## config.mk

```make
export PLATFORM = sky130hd
export DESIGN_NAME = writeback_stage
export DESIGN_NICKNAME = d
export VERILOG_FILES = /design/src/rtl/writeback_stage.sv
export SDC_FILE = /design/constraint.sdc
export NUM_CORES = 1
export LEC_CHECK = 0
export CORE_MARGIN = 2
export CORE_UTILIZATION = 65
export CTS_BUF_LIST = sky130_fd_sc_hd__clkbuf_8
export CTS_CLUSTER_SIZE = 16
export DETAILED_ROUTE_END_ITERATION = 16
export DONT_BUFFER_PORTS = 1
export PLACE_DENSITY = 0.81
export SLEW_MARGIN = 15
export SYNTH_ARGS = -nofsm -noshare
export SYNTH_HDL_FRONTEND = slang
export SYNTH_SLANG_ARGS = --single-unit
```

## constraint.sdc

```tcl
create_clock -name clk_o -period 2.7 [get_ports clk_o]
set_input_delay 0.405 -clock clk_o [delete_from_list [all_inputs] [get_ports clk_o]]
set_output_delay 0.405 -clock clk_o [all_outputs]
set_load 0.005 [all_outputs]
```

## src/rtl/writeback_stage.sv

```systemverilog
// Writeback (W) stage: W pipeline register, load extraction, writeback mux,
// register-file write port, retired-instruction counter. Optional forwarding via WB_FWD_EN.
module writeback_stage #(
    parameter int XLEN  = 32,
    parameter int CNT_W = 32
) (
    input  logic             clk_o,
    input  logic             rst_n,
    input  logic             stall_i,
    input  logic             flush_i,
    input  logic             valid_E,
    input  logic             reg_wr_in,
    input  logic [4:0]       rd_E,
    input  logic [1:0]       wb_sel_E,
    input  logic [2:0]       funct3_E,
    input  logic [XLEN-1:0]  alu_out_E,
    input  logic [XLEN-1:0]  rdata_dm_E,
    input  logic [XLEN-1:0]  pc_E,
    input  logic [XLEN-1:0]  csr_rdata_E,
    input  logic [4:0]       rs1_E,
    input  logic [4:0]       rs2_E,
    output logic [4:0]       waddr,
    output logic [XLEN-1:0]  wdata,
    output logic             reg_wr_E,
    output logic             fwd_a,
    output logic             fwd_b,
    output logic [CNT_W-1:0] instret
);

    logic            valid_w_q,  valid_w_d;
    logic            reg_wr_w_q, reg_wr_w_d;
    logic [4:0]      rd_w_q,     rd_w_d;
    logic [1:0]      wb_sel_w_q, wb_sel_w_d;
    logic [2:0]      funct3_w_q, funct3_w_d;
    logic [XLEN-1:0] alu_w_q,    alu_w_d;
    logic [XLEN-1:0] dm_w_q,     dm_w_d;
    logic [XLEN-1:0] pc_w_q,     pc_w_d;
    logic [XLEN-1:0] csr_w_q,    csr_w_d;
    logic [CNT_W-1:0] instret_q, instret_d;

    logic            load_en;
    logic [7:0]      ld_byte;
    logic [15:0]     ld_half;
    logic [XLEN-1:0] load_val;

    assign load_en = !flush_i && !stall_i;

    // Flush clears only the qualifiers; data registers keep stale values.
    always_comb begin
        valid_w_d  = valid_w_q;
        reg_wr_w_d = reg_wr_w_q;
        rd_w_d     = rd_w_q;
        wb_sel_w_d = wb_sel_w_q;
        funct3_w_d = funct3_w_q;
        alu_w_d    = alu_w_q;
        dm_w_d     = dm_w_q;
        pc_w_d     = pc_w_q;
        csr_w_d    = csr_w_q;
        if (flush_i) begin
            valid_w_d  = 1'b0;
            reg_wr_w_d = 1'b0;
        end else if (!stall_i) begin
            valid_w_d  = valid_E;
            reg_wr_w_d = reg_wr_in;
            rd_w_d     = rd_E;
            wb_sel_w_d = wb_sel_E;
            funct3_w_d = funct3_E;
            alu_w_d    = alu_out_E;
            dm_w_d     = rdata_dm_E;
            pc_w_d     = pc_E;
            csr_w_d    = csr_rdata_E;
        end
    end

    always_comb begin
        instret_d = instret_q;
        if (load_en && valid_E) begin
            instret_d = instret_q + CNT_W'(1);
        end
    end

    always_ff @(posedge clk_o) begin
        if (!rst_n) begin
            valid_w_q  <= 1'b0;
            reg_wr_w_q <= 1'b0;
            rd_w_q     <= '0;
            wb_sel_w_q <= '0;
            funct3_w_q <= '0;
            alu_w_q    <= '0;
            dm_w_q     <= '0;
            pc_w_q     <= '0;
            csr_w_q    <= '0;
            instret_q  <= '0;
        end else begin
            valid_w_q  <= valid_w_d;
            reg_wr_w_q <= reg_wr_w_d;
            rd_w_q     <= rd_w_d;
            wb_sel_w_q <= wb_sel_w_d;
            funct3_w_q <= funct3_w_d;
            alu_w_q    <= alu_w_d;
            dm_w_q     <= dm_w_d;
            pc_w_q     <= pc_w_d;
            csr_w_q    <= csr_w_d;
            instret_q  <= instret_d;
        end
    end

    // Misaligned halves ignore alu_w_q[0] rather than trapping.
    always_comb begin
        ld_byte = dm_w_q[7:0];
        case (alu_w_q[1:0])
            2'd0:    ld_byte = dm_w_q[7:0];
            2'd1:    ld_byte = dm_w_q[15:8];
            2'd2:    ld_byte = dm_w_q[23:16];
            default: ld_byte = dm_w_q[31:24];
        endcase
        ld_half = alu_w_q[1] ? dm_w_q[31:16] : dm_w_q[15:0];
    end

    always_comb begin
        load_val = dm_w_q;
        case (funct3_w_q)
            3'b000:  load_val = {{(XLEN-8){ld_byte[7]}}, ld_byte};
            3'b001:  load_val = {{(XLEN-16){ld_half[15]}}, ld_half};
            3'b100:  load_val = {{(XLEN-8){1'b0}}, ld_byte};
            3'b101:  load_val = {{(XLEN-16){1'b0}}, ld_half};
            default: load_val = dm_w_q;
        endcase
    end

    always_comb begin
        wdata = alu_w_q;
        case (wb_sel_w_q)
            2'd0:    wdata = alu_w_q;
            2'd1:    wdata = load_val;
            2'd2:    wdata = pc_w_q + XLEN'(4);
            default: wdata = csr_w_q;
        endcase
    end

    assign waddr    = rd_w_q;
    assign reg_wr_E = valid_w_q && reg_wr_w_q && (rd_w_q != 5'd0);
    assign instret  = instret_q;

`ifdef WB_FWD_EN
    assign fwd_a = reg_wr_E && (rd_w_q == rs1_E);
    assign fwd_b = reg_wr_E && (rd_w_q == rs2_E);
`else
    logic unused_fwd;
    assign unused_fwd = ^{rs1_E, rs2_E};
    assign fwd_a      = 1'b0;
    assign fwd_b      = 1'b0;
`endif

endmodule

```

### After elaboration in Yosys (flattened, before gate mapping)

Index checks and enable logic that the tools add are counted.

| cells by class | value |
|---|---|
| add/sub/neg operators | 2 |
| eq/ne operators | 7 |
| mux-type cells | 4 |
| bitwise operators | 3 |
| reduce and logical (&&, ||, !) cells | 12 |

Operators with widths:

| operator | count |
|---|---|
| $pmux W32 S4 | 1 |
| $pmux W32 S3 | 1 |
| $add A32 B1 Y32 const B | 1 |
| $add A32 B3 Y32 const B | 1 |
| $pmux W8 S3 | 1 |
| $mux W16 | 1 |
| $eq A3 B3 Y1 const B | 2 |
| $reduce_bool A5 Y1 | 1 |
| $eq A2 B1 Y1 const B | 2 |
| $eq A2 B2 Y1 const B | 2 |
| $logic_and A1 B1 Y1 | 4 |
| $logic_not A2 Y1 | 2 |
| $eq A3 B1 Y1 const B | 1 |
| $logic_not A3 Y1 | 1 |
| $not A1 Y1 | 3 |
| $logic_not A1 Y1 | 2 |
| $reduce_and A2 Y1 | 1 |
| $reduce_or A2 Y1 | 1 |

| word-level totals | value |
|---|---|
| register bits after elaboration | 172 |
| bits of input ports | 154 |
| output and inout port bits | 72 |
| word-level logic and storage cells | 38 |

### Logic depth before layout (Yosys ltp)

| depth | value |
|---|---|
| depth after elaboration | 4 |
| depth in mapped cells | 7 |

### Worst setup path before layout

No wires, ideal clock.

| timing path | value |
|---|---|
| kind | register to output |
| start point | register alu_w_q[1] |
| end point | output wdata[19] |
| arrival time | 1.725 ns |
| path slack | 0.570 ns |
| cell stages (with the launch flop) | 7 |
| buffers on the path | 1 |
| cell sequence | dfxtp_1 -> buf_2 -> mux2_2 -> a221o_1 -> and3_4 -> o21a_1 -> a311o_1 |

| between the ends | value |
|---|---|
| word-level cells in the longest chain between the ends | 4 |
| elaborated cells between the ends (all ways) | 7 |

Ends and longest elaborated chain:

| item | RTL line | RTL |
|---|---|---|
| start, declared | 35 | `logic [XLEN-1:0] alu_w_q, alu_w_d;` |
| start signal, assigned | 100 | `alu_w_q <= alu_w_d;` |
| $eq A2 B2 Y1 (tied with other cells) | 111 | `case (alu_w_q[1:0])` |
| $pmux W8 S3 | 111 |  |
| $pmux W32 S4 * | 122 | `case (funct3_w_q)` |
| $pmux W32 S3 * | 133 | `case (wb_sel_w_q)` |
| end, declared | 23 | `output logic [XLEN-1:0] wdata,` |

Mark *: on every way between the ends. The rest lies on a longest branch, timed or not.

### Worst setup path after layout

| timing path | value |
|---|---|
| start point | register alu_w_q[1] |
| end point | output wdata[25] |

The elaborated chain is that of the path after synthesis.

==> results.sh <==
export IMPL_power_density_mw_per_mm2=569
export IMPL_track_usage_pct=31.5
export IMPL_crit_path_start_kind="flip-flop"
export IMPL_synth_compound_area_share_pct=22.2
export IMPL_required_ps=2300
export IMPL_drc_errors=0
export IMPL_core_area_mm2=0.0131
export IMPL_holdBufCountCts=0
export IMPL_worstHoldPathCells=2
export IMPL_p_total_w=0.00540
export IMPL_finalSetupViolCount=0
export IMPL_pwr_share_clk_pct=40.4
export IMPL_vias=7478
export IMPL_die_w_um=119
export IMPL_worst_ep_arrival_time_ps=2250
export IMPL_fin_skew_ps=9.22
export IMPL_intPower_w=0.00410
export IMPL_r2r_start="instret[3]"
export IMPL_synth_top_family_by_area="simple AND/OR/NAND/NOR gates"
export IMPL_routabilityCongestion=0.895
export IMPL_grt_pass1_vias=6778
export IMPL_die_h_um=119
export IMPL_clk_latency_ps=460
export IMPL_hold_viol_final=0
export IMPL_antenna_left=0
export IMPL_fin_ws_ps=48.8
export IMPL_dr_pass1_iters=5
export IMPL_grt_max_degree=172
export IMPL_switching_share_pct=24.0
export IMPL_period_share_pct=98.2
export IMPL_worst_slew_pin_slew_ps=741
export IMPL_max_freq_mhz=377
export IMPL_grt_pass1_wl_mm=35.4
export IMPL_drv_cap=0
export IMPL_maxSlewViolCount=0
export IMPL_synthSimpleGateAreaFrac_pct=25.8
export IMPL_netlist_area_mm2=0.00865
export IMPL_p_leak_nw=3.38
export IMPL_drive_gt1_share_pct=10.1
export IMPL_areaGrowthSynthToFinish_pct=9.56
export IMPL_synthMuxAreaShare_pct=2.43
export IMPL_synth_fa_ha_area_share_pct=0.289
export IMPL_min_from="csr_rdata_E[10]"
export IMPL_antenna_found_initial=0
export IMPL_r2r_end="instret[31]"
export IMPL_synth_top_flop_cell="dfxtp_1"
export IMPL_avgSynthCellArea_um2=7.92
export IMPL_cp_max_fo=5
export IMPL_numCtsBuffers=17
export IMPL_min_period_ps=2650
export IMPL_min_path_type="in -> reg"
export IMPL_root_buffer="clkbuf_8"
export IMPL_start_util_pct=65.9
export IMPL_layout_nets=1220
export IMPL_synth_distinct_cells=65
export IMPL_ios=226
export IMPL_worst_setup_path_type="reg -> out"
export IMPL_p_comb_share_pct=9.1
export IMPL_dp_hpwl_mm=16.1
export IMPL_synth_seq_cells=172
export IMPL_drt_wl_total_mm=22.9
export IMPL_wl_per_cell_um=18.3
export IMPL_first_iter_violations=680
export IMPL_yosys_warnings=0
export IMPL_rsz0062_at_grt="true"
export IMPL_fillCellCount=1072
export IMPL_async_flop_share_pct=0
export IMPL_antenna_cells=0
export IMPL_reg2reg_depth=5
export IMPL_dieArea_mm2=0.0143
export IMPL_slowest_stage="a221o_1"
export IMPL_port_buffers=0
export IMPL_h_tree_depth=4
export IMPL_crit_path_end_kind="output port"
export IMPL_clk_pin_slew_ps=90
export IMPL_synth_xor_area_share_pct=5.36
export IMPL_run_status="finished clean"
export IMPL_rows=42
export IMPL_clock_sinks=172
export IMPL_cts_buffer_depth=2
export IMPL_slew_headroom_pct=50.6
export IMPL_cp_cell_sequence="mux2_2, a221o_1, and3_4, a221oi_2, a211oi_1"
export IMPL_pwr_share_seq_pct=50.5
export IMPL_synth_edf_count=0
export IMPL_cts_tree="yes"
export IMPL_whs_ps=81.2
export IMPL_viasPerCell=5.97
export IMPL_ys_seq_area_share_pct=39.8
export IMPL_min_to="csr_w_q[10]"
export IMPL_syn_inst=1093
export IMPL_r2r_setup_slack_ps=610
export IMPL_vdd_drop_max_v=0.000447
export IMPL_crit_path_max_incr_delay_ps=400
export IMPL_dp_slack_ps=393
export IMPL_overflow=0
export IMPL_p_sw_w=0.00129
-- routing by layer --
metal	GRT usage, %	vias to the layer above	wire (um)
met5	0	-	0
met4	8.31	0	387
met3	9.24	29	1930
met2	49.1	315	10500
met1	42.9	3456	10100
li1	-	3678	-
-- registers in the layout, summed over array words and instances (netlist names) --
| register | flops |
|---|---|
| alu_w_q | 32 |
| csr_w_q | 32 |
| dm_w_q | 32 |
| funct3_w_q | 3 |
| waddr | 5 |
| instret | 32 |
| valid_w_q | 1 |
| reg_wr_w_q | 1 |
| wb_sel_w_q | 2 |
| pc_w_q | 32 |
-- synthesized netlist by cell type (15+ instances only) --
master	n	area [um^2]
a21boi_0	138	1040
a22oi_1	15	113
xnor2_1	32	280
nand2_1	307	1150
nand4_1	18	113
and2_1	28	175
nand3_1	27	135
xor2_1	21	184
nor2_1	35	131
o21ai_0	24	120
clkbuf_1	67	251
dfxtp_1	172	3440
a21oi_1	26	130
-- per-stage QoR --
step | cells | utilization, % | cell area [um^2] | TNS [ps]
floorplan | 1094 | - | 8660 | 0
global route | 1252 | 72.2 | 9480 | -56.7
detailed placement | 1212 | 66.7 | 8760 | 0
global placement | 1212 | 66.7 | 8760 | 0
finish | 1252 | 72.2 | 9480 | 0
CTS | 1245 | 70.7 | 9290 | -206
-- cell usage in the layout, fill, tap and decap left out, drive strengths merged, types with 10 or more instances in the layout --
cell	synthesis	layout
and2	29	29
xor2	21	21
o21ai	25	25
a21oi	26	26
xnor2	32	32
a22oi	15	15
and3	14	14
nand3	27	27
nor2	35	35
nand2	308	308
a211oi	10	10
dfxtp	172	172
a21boi	139	139
inv	12	12
clkbuf	67	20
nand4	19	19
mux2i	12	12
buf	11	29
-- final cells by class --
type,count,area (um^2),area share [%]
multi-input cells,831,5000,52.8
well taps,176,220,2.32
inverters,13,56.3,0.594
clock buffers,20,275,2.90
clock inverters,11,214,2.26
flip-flops and latches,172,3460,36.5
repair buffers,29,254,2.68
-- how the worst max path moves through the flow --
stage	depth (start not counted)	startpoint	to	slack, ps
3_5_place_dp	5	funct3_w_q[0]	wdata[13]	390
4_1_cts	5	alu_w_q[1]	wdata[25]	-80
2_1_floorplan	6	alu_w_q[1]	wdata[19]	570
5_1_grt	6	pc_w_q[13]	wdata[20]	-20
6_report	5	alu_w_q[1]	wdata[25]	50
3_3_place_gp	5	funct3_w_q[0]	wdata[13]	410
-- kinds of logic (layout without fill, tap and decap cells) --
| kind of cell | Yosys count | after routing |
|---|---|---|
| multiplexers | 18 | 18 |
| AO/OA/AOI/OAI | 269 | 269 |
| other | 1 | 2 |
| adder cells (fa/ha/maj) | 2 | 2 |
| buffers and inverters | 91 | 73 |
| flip-flops | 172 | 172 |
| AND/OR/NAND/NOR | 487 | 487 |
| XOR/XNOR | 53 | 53 |
-- power groups by stage --
stage                     sequential (W)  clock (W)  combinational, W
after global placement           0.00277          0          0.000454
after floorplan                  0.00274          0          0.000381
final                            0.00273    0.00218          0.000490
after CTS                        0.00272    0.00220          0.000466
after global routing             0.00274    0.00231          0.000542
after detailed placement         0.00278          0          0.000463
-- worst max-delay path: cells and delay by family (launching register included) --
family | cells | cell delay (ps)
simple gates | 1 | 220
flops | 1 | 380
mux | 1 | 370
compound gates | 3 | 830
-- timing repair --
action	in CTS	in global routing
setup buffers	2	7
gates resized for setup	6	36
gates cloned	0	0
pin swaps	0	9
endpoints found under the setup margin	14	25
Power figures use the tool's default switching activity.
